===== src/rtl/hazard_unit_if.sv =====
// Hazard-control bundle between the pipeline datapath and hazard_unit.
// The master side is the pipeline (decode/execute status in, latch controls
// out); the slave side is the hazard controller itself.
interface hazard_unit_if;
  // Decode-stage operand usage
  logic [4:0]  id_rs;
  logic [4:0]  id_rt;
  logic        id_use_rs;
  logic        id_use_rt;
  logic        id_md_read;

  // Execute-stage status
  logic        ex_mem_read;
  logic [4:0]  ex_rt;
  logic        ex_md_start;
  logic        ex_branch_taken;

  // Memory system back-pressure
  logic        mem_stall;

  // Pipeline latch controls
  logic        pc_we;
  logic        ifid_we;
  logic        idex_we;
  logic        exmem_we;
  logic        memwb_we;
  logic        ifid_flush;
  logic        idex_flush;

  // Multiply/divide sequencing and statistics
  logic        md_busy;
  logic        md_done;
  logic [31:0] stall_cycles;

  modport master (
    output id_rs, id_rt, id_use_rs, id_use_rt, id_md_read,
    output ex_mem_read, ex_rt, ex_md_start, ex_branch_taken,
    output mem_stall,
    input  pc_we, ifid_we, idex_we, exmem_we, memwb_we,
    input  ifid_flush, idex_flush,
    input  md_busy, md_done, stall_cycles
  );

  modport slave (
    input  id_rs, id_rt, id_use_rs, id_use_rt, id_md_read,
    input  ex_mem_read, ex_rt, ex_md_start, ex_branch_taken,
    input  mem_stall,
    output pc_we, ifid_we, idex_we, exmem_we, memwb_we,
    output ifid_flush, idex_flush,
    output md_busy, md_done, stall_cycles
  );
endinterface : hazard_unit_if


===== src/rtl/hazard_unit.sv =====
// Hazard controller for the five-stage MIPS pipeline.
// Produces write-enable and flush controls for the PC and the four pipeline
// latches, resolving (in priority order) memory stalls, taken-branch squashes,
// load-use hazards and HI/LO readers waiting on the multiply/divide unit.
// Also sequences the fixed-latency multiply/divide unit and counts stall cycles.
module hazard_unit #(
  parameter int unsigned MD_CYCLES = 32  // busy cycles per mult/div, >= 2
) (
  input  logic         clk,
  input  logic         rst,             // asynchronous, active-low
  hazard_unit_if.slave hif
);

  localparam int unsigned CNT_W = (MD_CYCLES > 1) ? $clog2(MD_CYCLES) : 1;
  localparam logic [CNT_W-1:0] CNT_LOAD = CNT_W'(MD_CYCLES - 1);
  localparam logic [CNT_W-1:0] CNT_ONE  = CNT_W'(1);

  typedef enum logic {
    S_IDLE    = 1'b0,
    S_MD_BUSY = 1'b1
  } state_e;

  state_e           state_q, state_d;
  logic [CNT_W-1:0] cnt_q, cnt_d;
  logic             md_done_q, md_done_d;
  logic [31:0]      stall_cycles_q, stall_cycles_d;

  logic md_busy;
  logic load_use;
  logic md_hold;

  logic pc_we;
  logic ifid_we;
  logic idex_we;
  logic exmem_we;
  logic memwb_we;
  logic ifid_flush;
  logic idex_flush;

  assign md_busy = (state_q == S_MD_BUSY);

  // Hazard detection: a load in EX whose destination is read by ID, or an
  // HI/LO consumer in ID while the multiply/divide unit is still working.
  // Register zero is hard-wired, so a load targeting it never conflicts.
  always_comb begin
    load_use = hif.ex_mem_read && (hif.ex_rt != 5'd0) &&
               ((hif.id_use_rs && (hif.id_rs == hif.ex_rt)) ||
                (hif.id_use_rt && (hif.id_rt == hif.ex_rt)));
    md_hold  = md_busy && hif.id_md_read;
  end

  // Multiply/divide sequencer: next state, counter and done pulse.
  // NOTE: every always_comb output gets a default first so no path leaves it
  // unassigned; otherwise synthesis infers a latch to hold the old value.
  always_comb begin
    state_d   = state_q;
    cnt_d     = cnt_q;
    md_done_d = 1'b0;
    unique case (state_q)
      S_IDLE: begin
        // A start under mem_stall is not accepted; the EX instruction is
        // frozen and will present the start again once the stall lifts.
        if (hif.ex_md_start && !hif.mem_stall) begin
          state_d = S_MD_BUSY;
          cnt_d   = CNT_LOAD;
        end
      end
      S_MD_BUSY: begin
        // The unit runs on its own clock budget: mem_stall does not pause it,
        // and further starts are ignored until it returns to IDLE.
        if (cnt_q == '0) begin
          state_d   = S_IDLE;
          md_done_d = 1'b1;
        end else begin
          cnt_d = cnt_q - CNT_ONE;
        end
      end
      default: begin
        state_d = S_IDLE;
        cnt_d   = '0;
      end
    endcase
  end

  // Pipeline latch controls, highest-priority condition first. While reset is
  // asserted everything is held off so no latch captures during reset.
  always_comb begin
    pc_we      = 1'b1;
    ifid_we    = 1'b1;
    idex_we    = 1'b1;
    exmem_we   = 1'b1;
    memwb_we   = 1'b1;
    ifid_flush = 1'b0;
    idex_flush = 1'b0;
    if (!rst || hif.mem_stall) begin
      // Whole pipeline frozen
      pc_we    = 1'b0;
      ifid_we  = 1'b0;
      idex_we  = 1'b0;
      exmem_we = 1'b0;
      memwb_we = 1'b0;
    end else if (hif.ex_branch_taken) begin
      // Squash the two wrong-path instructions; the squashed ID instruction
      // therefore cannot request a stall.
      ifid_flush = 1'b1;
      idex_flush = 1'b1;
    end else if (load_use || md_hold) begin
      // Hold PC and IF/ID, inject a bubble into EX, let the older
      // instructions drain.
      pc_we      = 1'b0;
      ifid_we    = 1'b0;
      idex_flush = 1'b1;
    end
  end

  // Stall statistics: one count per cycle in which the PC does not advance.
  // Reset cycles are excluded by the reset branch of the register below.
  always_comb begin
    stall_cycles_d = stall_cycles_q;
    if (!pc_we) begin
      stall_cycles_d = stall_cycles_q + 32'd1;
    end
  end

  // State registers with asynchronous active-low reset.
  // NOTE: sequential state uses non-blocking assignments so every flop samples
  // its pre-edge inputs, independent of statement order between blocks.
  always_ff @(posedge clk or negedge rst) begin
    if (!rst) begin
      state_q        <= S_IDLE;
      cnt_q          <= '0;
      md_done_q      <= 1'b0;
      stall_cycles_q <= '0;
    end else begin
      state_q        <= state_d;
      cnt_q          <= cnt_d;
      md_done_q      <= md_done_d;
      stall_cycles_q <= stall_cycles_d;
    end
  end

  // Drive the bundle outputs.
  assign hif.pc_we        = pc_we;
  assign hif.ifid_we      = ifid_we;
  assign hif.idex_we      = idex_we;
  assign hif.exmem_we     = exmem_we;
  assign hif.memwb_we     = memwb_we;
  assign hif.ifid_flush   = ifid_flush;
  assign hif.idex_flush   = idex_flush;
  assign hif.md_busy      = md_busy;
  assign hif.md_done      = md_done_q;
  assign hif.stall_cycles = stall_cycles_q;

endmodule : hazard_unit


===== src/flat_wrapper.sv =====
// flat-port wrapper written by rule: the top's interface ports become plain ports
module hazard_unit_flat 
#(
  parameter int unsigned MD_CYCLES = 32                                   
)
  (clk, rst, hif_id_rs, hif_id_rt, hif_id_use_rs, hif_id_use_rt, hif_id_md_read, hif_ex_mem_read, hif_ex_rt, hif_ex_md_start, hif_ex_branch_taken, hif_mem_stall, hif_pc_we, hif_ifid_we, hif_idex_we, hif_exmem_we, hif_memwb_we, hif_ifid_flush, hif_idex_flush, hif_md_busy, hif_md_done, hif_stall_cycles);
  hazard_unit_if hif_i ();
  input  logic clk;
  input  logic rst;
  input wire logic [$bits(hif_i.id_rs)-1:0] hif_id_rs;
  input wire logic [$bits(hif_i.id_rt)-1:0] hif_id_rt;
  input wire logic [$bits(hif_i.id_use_rs)-1:0] hif_id_use_rs;
  input wire logic [$bits(hif_i.id_use_rt)-1:0] hif_id_use_rt;
  input wire logic [$bits(hif_i.id_md_read)-1:0] hif_id_md_read;
  input wire logic [$bits(hif_i.ex_mem_read)-1:0] hif_ex_mem_read;
  input wire logic [$bits(hif_i.ex_rt)-1:0] hif_ex_rt;
  input wire logic [$bits(hif_i.ex_md_start)-1:0] hif_ex_md_start;
  input wire logic [$bits(hif_i.ex_branch_taken)-1:0] hif_ex_branch_taken;
  input wire logic [$bits(hif_i.mem_stall)-1:0] hif_mem_stall;
  output wire logic [$bits(hif_i.pc_we)-1:0] hif_pc_we;
  output wire logic [$bits(hif_i.ifid_we)-1:0] hif_ifid_we;
  output wire logic [$bits(hif_i.idex_we)-1:0] hif_idex_we;
  output wire logic [$bits(hif_i.exmem_we)-1:0] hif_exmem_we;
  output wire logic [$bits(hif_i.memwb_we)-1:0] hif_memwb_we;
  output wire logic [$bits(hif_i.ifid_flush)-1:0] hif_ifid_flush;
  output wire logic [$bits(hif_i.idex_flush)-1:0] hif_idex_flush;
  output wire logic [$bits(hif_i.md_busy)-1:0] hif_md_busy;
  output wire logic [$bits(hif_i.md_done)-1:0] hif_md_done;
  output wire logic [$bits(hif_i.stall_cycles)-1:0] hif_stall_cycles;
  assign hif_i.id_rs = hif_id_rs;
  assign hif_i.id_rt = hif_id_rt;
  assign hif_i.id_use_rs = hif_id_use_rs;
  assign hif_i.id_use_rt = hif_id_use_rt;
  assign hif_i.id_md_read = hif_id_md_read;
  assign hif_i.ex_mem_read = hif_ex_mem_read;
  assign hif_i.ex_rt = hif_ex_rt;
  assign hif_i.ex_md_start = hif_ex_md_start;
  assign hif_i.ex_branch_taken = hif_ex_branch_taken;
  assign hif_i.mem_stall = hif_mem_stall;
  assign hif_pc_we = hif_i.pc_we;
  assign hif_ifid_we = hif_i.ifid_we;
  assign hif_idex_we = hif_i.idex_we;
  assign hif_exmem_we = hif_i.exmem_we;
  assign hif_memwb_we = hif_i.memwb_we;
  assign hif_ifid_flush = hif_i.ifid_flush;
  assign hif_idex_flush = hif_i.idex_flush;
  assign hif_md_busy = hif_i.md_busy;
  assign hif_md_done = hif_i.md_done;
  assign hif_stall_cycles = hif_i.stall_cycles;
  hazard_unit #(.MD_CYCLES(MD_CYCLES)) u_core (.clk(clk), .rst(rst), .hif(hif_i));
endmodule

===== config.mk =====
export PLATFORM = sky130hd
export DESIGN_NAME = hazard_unit_flat
export DESIGN_NICKNAME = d
export VERILOG_FILES = /design/src/rtl/hazard_unit_if.sv /design/src/rtl/hazard_unit.sv /design/src/flat_wrapper.sv
export SDC_FILE = /design/constraint.sdc
export NUM_CORES = 1
export LEC_CHECK = 0
export ABC_AREA = 1
export CELL_PAD_IN_SITES_DETAIL_PLACEMENT = 2
export CELL_PAD_IN_SITES_GLOBAL_PLACEMENT = 2
export CORE_ASPECT_RATIO = 0.9
export CORE_MARGIN = 10
export CORE_UTILIZATION = 27
export CTS_CLUSTER_DIAMETER = 50
export DETAILED_ROUTE_END_ITERATION = 8
export GPL_TIMING_DRIVEN = 0
export PLACE_DENSITY = 0.89
export RECOVER_POWER = 25
export SLEW_MARGIN = 20
export SYNTH_ARGS = -nofsm -noshare
export SYNTH_HDL_FRONTEND = slang
export SYNTH_SLANG_ARGS = --single-unit

===== constraint.sdc =====
create_clock -name clk -period 2 [get_ports clk]
set_input_delay 0.4 -clock clk [delete_from_list [all_inputs] [get_ports clk]]
set_output_delay 0.4 -clock clk [all_outputs]
set_load 0.02 [all_outputs]

==> results.json, run 1 <==
{
  "status": "complete, no violations",
  "max_freq_ghz": 0.505,
  "place_area_um2": 3550,
  "syn-instance-count": 398,
  "dieArea_um2": 14600,
  "crit_type": "in -> out",
  "drive_gt1_share_pct": 18.7,
  "crit_path_max_incr_delay_ps": 200,
  "synth_xor_xnor_area_share_pct": 1.28,
  "syn_to_final_growth_pct": 38.4,
  "maxSlewHeadroom_pct": 50.6,
  "synthSimpleGateAreaFrac_pct": 47.2,
  "critPathLaunchType": "primary input",
  "path_clk_slew_ps": 60,
  "required_ps": 1600,
  "worstMarginPinSlew_ps": 739,
  "path_cells": "clkdlybuf4s15_1, nand2_2, nand2_1, nor2_1, nand3_1, nand2_2, nand2_4, nand3_4, nand2_8, buf_6, buf_6",
  "syn_area_um2": 2730,
  "antenna_cells": 0,
  "wl_per_cell_um": 18.3,
  "io_buffers": 64,
  "clock_skew_ps": 3.82,
  "synth_top_family_by_area": "simple AND/OR/NAND/NOR gates",
  "design_area_um2": 3780,
  "insertion_delay_ps": 290,
  "gp_congestion": 0.780,
  "die_y_um": 115,
  "fin_crit_sh_pct": 99.0,
  "overflow": 0,
  "drcViolationCount": 0,
  "synth-seq-cells": 39,
  "end_kind": "primary output",
  "grt_max_degree": 28,
  "yosys_warnings": 0,
  "path_buf_inv": 3,
  "cts_buffer_depth": 2,
  "cts.sinks": 39,
  "track_usage_pct": 15.5,
  "powerDensity_nw_per_um2": 786,
  "fp.dieW_um": 126,
  "num_rows": 34,
  "slowest_stage": "clkdlybuf4s15_1",
  "synth_edf_count": 0,
  "routed_via_density": 4.85,
  "antenna_found_initial": 0,
  "synth_compound_area_share_pct": 1.78,
  "leakage_nw": 1.86,
  "multiInputGateArea_um2": 1470,
  "cts_tree": "yes",
  "nets": 503,
  "post-place-ws_ps": -1030,
  "hold_class": "in -> async",
  "setup_slack_ps": 19.2,
  "final-seq-area_um2": 976,
  "avgSynthCellArea_um2": 6.87,
  "peakVddDrop_uv": 441,
  "cts-root-buf": "clkbuf_16",
  "synth_seq_area_share_pct": 35.7,
  "synthMuxAreaShare_pct": 0,
  "drtPass1Iterations": 4,
  "worst_ep_arrival_time_ps": 1580,
  "yosysTopAreaCell": "dfrtp_1",
  "numCtsBuffers": 5,
  "routed_wl_um": 11000,
  "synth_top_area_share_pct": 35.7,
  "drtAntennaViolNets": 0,
  "ys.flop_type": "dfrtp_1",
  "total_power_mw": 2.97,
  "ys_types": 30,
  "synth_commonest_cells": "150 x nand2_1, 61 x inv_1, 39 x dfrtp_1, 38 x nand3_1, 22 x nor2_1",
  "utilization_pct": 38.7,
  "syn_nets": 425,
  "rsz0062_at_grt": "true",
  "hold-worst-slack_ps": 41.7,
  "coreArea_um2": 9780,
  "worstPathMaxFanout": 3,
  "setup_viol": 0,
  "num_vias": 2927,
  "fill_cells": 1162,
  "fin_crit_ps": 1980,
  "cts_max_level": 2,
  "slew_viol_final": 0,
  "async_flop_share_pct": 100,
  "yosys-top-cells-area": "dfrtp_1 36%, nand2_1 21%, inv_1 8.4%",
  "hold_viol_final": 0,
  "grt_pass1_wl_um": 18600,
  "first_global_vias": 3538,
  "pin_count": 65,
  "drt_first_iter_violations": 151,
  "start_util_pct": 27.9,
  "hpwl_um": 8150,
  "synth.most_common_cell": "nand2_1",
  "cp_top_family": "simple AND/OR/NAND/NOR gates",
  "max-cap-violations": 0,
  "synth_fa_ha_area_share_pct": 1.37
}
## per-stage QoR
| step | std cells | TNS, ps |
|---|---|---|
| floorplan | 398 | 0 |
| global placement | 588 | -91670 |
| detailed placement | 589 | -10530 |
| CTS | 603 | -62.7 |
| global route | 603 | -80.7 |
| finish | 603 | 0 |
## final timing paths
check,start,to,slack (ps),cells past startpoint
worst max-delay path,hif_id_rt[1],hif_pc_we,20,11
worst min-delay path,rst,u_core.hif.stall_cycles[14],40,2
worst max register to register,u_core.hif.stall_cycles[1],u_core.hif.stall_cycles[26],170,10
worst min register to register,u_core.hif.stall_cycles[17],u_core.hif.stall_cycles[17],530,2
max in group asynchronous,rst,u_core.hif.stall_cycles[25],800,2
min in group clk,u_core.hif.stall_cycles[17],u_core.hif.stall_cycles[17],530,2
## metal layers
metal  track usage, %  part of all wire, %
met5                0                    0
met2             28.6                   52
met1             17.0                   42
met4             6.90                  3.5
met3             2.88                  3.4
## state kept, by name (all words and copies together), names as in the netlist
signal,cells
u_core.hif.stall_cycles,32
u_core.cnt_q,5
u_core.hif.md_done,1
u_core.hif.md_busy,1
## area by class of cell
type                       count  share of cell area, %
inverter                      72                   7.28
clock buffer                   6                   3.67
clock inverter                 2                  0.926
multi-input combinational    278                   38.8
tap                          126                   4.17
buffer                         8                   1.69
sequential                    39                   25.8
timing repair buffer          72                   17.6
## power by group
group / total [mW] / internal [mW] / switching (mW) / leakage, nW
Combinational: 0.949 / 0.373 / 0.576 / 1.25
Sequential: 1.06 / 0.913 / 0.144 / 0.519
Clock: 0.966 / 0.621 / 0.345 / 0.0868
Total: 2.97 / 1.91 / 1.06 / 1.86
## timing repair
action | 4_1_cts | 5_1_grt
gates cloned | 0 | 0
hold buffers | 1 | 0
pin swaps | 16 | 10
endpoints found under the setup margin | 7 | 5
setup buffers | 5 | 1
endpoints found under the hold margin | 14 | 0
gates resized for setup | 64 | 24
## placed cells by master (no fill, tap or decap), types with 3 or more instances in the layout
cell type	Yosys	final
nand3_4	2	3
clkdlybuf4s50_1	0	39
clkbuf_16	0	5
nand4_1	9	9
nor2_2	8	10
clkinv_1	4	4
nor3_1	7	7
nand3_1	38	37
nor2_1	22	19
clkdlybuf4s15_1	0	4
buf_4	8	15
clkbuf_2	0	6
buf_6	0	3
inv_1	61	57
nand2_2	2	8
nand2_4	3	3
o21ai_0	5	5
nor3_2	3	3
dlygate4sd2_1	0	7
xor2_1	4	4
nor2_4	6	7
dfrtp_1	39	39
nand2_1	150	143
nor4_1	4	4
ha_1	3	3
inv_2	7	10
## logic make-up (layout without fill, tap and decap cells)
family	after synthesis	in the layout
DFF	39	39
xor gates and xnor gates	4	4
AOI/OAI and AO/OA	9	9
and+or+nand+nor	262	262
adders and majority gates	3	3
buffers and inverters	81	160
Note: power is estimated with default switching activity, not from simulation.
==> run 2, diff against run 1 <==
--- a/config.mk
+++ b/config.mk
@@ -11,6 +11,7 @@
 export CORE_ASPECT_RATIO = 0.9
 export CORE_MARGIN = 10
 export CORE_UTILIZATION = 27
+export CTS_BUF_LIST = sky130_fd_sc_hd__clkbuf_16
 export CTS_CLUSTER_DIAMETER = 50
 export DETAILED_ROUTE_END_ITERATION = 8
 export GPL_TIMING_DRIVEN = 0
==> run 2 against run 1 <==
  * Worst setup slack lost 13 ps
  * Clock power shrank 3.6%
  * Die area is the same
  * Combinational power is essentially flat
  * Global-route usage grew 0.21 points
  * Maximum frequency shrank 0.65%
  * Power shrank 0.95%
  * Non-clock buffer count grew 2
  * Critical endpoint is now u_core.hif.stall_cycles[17]
  * Largest cell class unchanged
  * Highest routed layer unchanged
==> results.json, run 2 (same netlist as run 1, synthesis figures left out) <==
{
  "hpwl_um": 8150,
  "cts.sinks": 39,
  "num_vias": 2932,
  "slew_viol_final": 0,
  "cts_buffer_depth": 2,
  "total_power_mw": 2.94,
  "nets": 505,
  "first_global_vias": 3496,
  "worstPathMaxFanout": 3,
  "hold_viol_final": 0,
  "antenna_found_initial": 0,
  "cts_max_level": 2,
  "fin_crit_ps": 1990,
  "insertion_delay_ps": 290,
  "final_common_cell": "nand2_1",
  "peakVddDrop_uv": 414,
  "largest_reg_flops": 32,
  "status": "complete, no violations",
  "drive_gt1_share_pct": 18.6,
  "end_kind": "register",
  "required_ps": 2160,
  "worst_ep_arrival_time_ps": 2160,
  "worstMarginPinSlew_ps": 755,
  "max-cap-violations": 0,
  "gp_congestion": 0.780,
  "drt_first_iter_violations": 110,
  "drtAntennaViolNets": 0,
  "fin_crit_sh_pct": 99.7,
  "num_rows": 34,
  "coreArea_um2": 9780,
  "instances_no_fill": 605,
  "clock_skew_ps": 6.76,
  "leakage_nw": 1.87,
  "routed_wl_um": 11700,
  "wl_per_cell_um": 19.3,
  "syn_to_final_growth_pct": 38.9,
  "grt_max_degree": 28,
  "dp_cells": 589,
  "maxSlewHeadroom_pct": 49.5,
  "fp.dieW_um": 126,
  "hold_class": "in -> async",
  "fill_cells": 1156,
  "place_area_um2": 3550,
  "final-seq-area_um2": 978,
  "powerDensity_nw_per_um2": 775,
  "numCtsBuffers": 5,
  "cts_tree": "yes",
  "path_clk_slew_ps": 60,
  "multiInputGateArea_um2": 1470,
  "pin_count": 65,
  "track_usage_pct": 15.7,
  "utilization_pct": 38.8,
  "design_area_um2": 3800,
  "overflow": 0,
  "io_buffers": 64,
  "grt_pass1_wl_um": 18600,
  "max_freq_ghz": 0.502,
  "antenna_cells": 0,
  "layout_common_cells": "145 x nand2_1, 57 x inv_1, 39 x clkdlybuf4s50_1",
  "routed_via_density": 4.85,
  "cts-root-buf": "clkbuf_16",
  "setup_viol": 0,
  "start_util_pct": 27.9,
  "dieArea_um2": 14600,
  "drtPass1Iterations": 4,
  "drcViolationCount": 0,
  "critPathLaunchType": "primary input",
  "crit_type": "in -> reg",
  "die_y_um": 115
}
## run 2: worst max-delay path, cell delays in order
cell and delay (ps):
clkdlybuf4s50_1 490, inv_2 70, nand3_4 140, buf_4 160
nand3_4 120, nor2_8 180, nand2_4 90, nor3_4 160
nand2_1 120, nand2_1 130, nand2_1 100
## run 2: path summary, 6_finish.rpt
path,cells past startpoint,startpoint,slack (ps),to
setup / recovery,11,hif_mem_stall,6,u_core.hif.stall_cycles[17]
hold / removal,2,rst,110,u_core.hif.stall_cycles[14]
setup reg to reg,10,u_core.hif.stall_cycles[1],70,u_core.hif.stall_cycles[28]
hold reg to reg,2,u_core.hif.stall_cycles[31],540,u_core.hif.stall_cycles[31]
max in group asynchronous,2,rst,720,u_core.hif.stall_cycles[29]
min in group clk,2,u_core.hif.stall_cycles[31],540,u_core.hif.stall_cycles[31]
## run 2: where the power goes
group | internal, mW | leakage (nW) | switching [mW]
Clock | 0.583 | 0.0812 | 0.348
Combinational | 0.375 | 1.27 | 0.572
Sequential | 0.917 | 0.517 | 0.148
## run 2: cell type report
type / instances / area share, %
Multi-Input combinational cell: 278 / 38.8
Sequential cell: 39 / 25.8
Timing Repair Buffer: 75 / 18.4
Inverter: 72 / 7.25
Tap cell: 126 / 4.15
Clock buffer: 5 / 3.30
Buffer: 7 / 1.38
Clock inverter: 3 / 1.02
## run 2: through the flow
step	worst slack [ps]	TNS (ps)	hold WS, ps
6_report	6.17	0	112
5_1_grt	-64.3	-116	130
4_1_cts	-61.7	-61.7	50.2
3_5_place_dp	-1030	-10530	355
3_3_place_gp	-2370	-91670	485
2_1_floorplan	266	0	104
## run 2: timing repair
item | 4_1_cts | 5_1_grt
endpoints found under the setup margin | 7 | 10
gates resized for setup | 71 | 19
endpoints found under the hold margin | 14 | 0
pin swaps | 17 | 10
buffers inserted | 5 | 4
hold buffers | 1 | 0
## run 2: per-layer routing
metal  vias up  share of wire, %  global-route usage, %
met4         0               1.9                   4.55
met2        48                54                   29.2
met5         -                 0                      0
li1       1377                 -                      -
met1      1488                40                   17.9
met3        19               3.4                   2.79
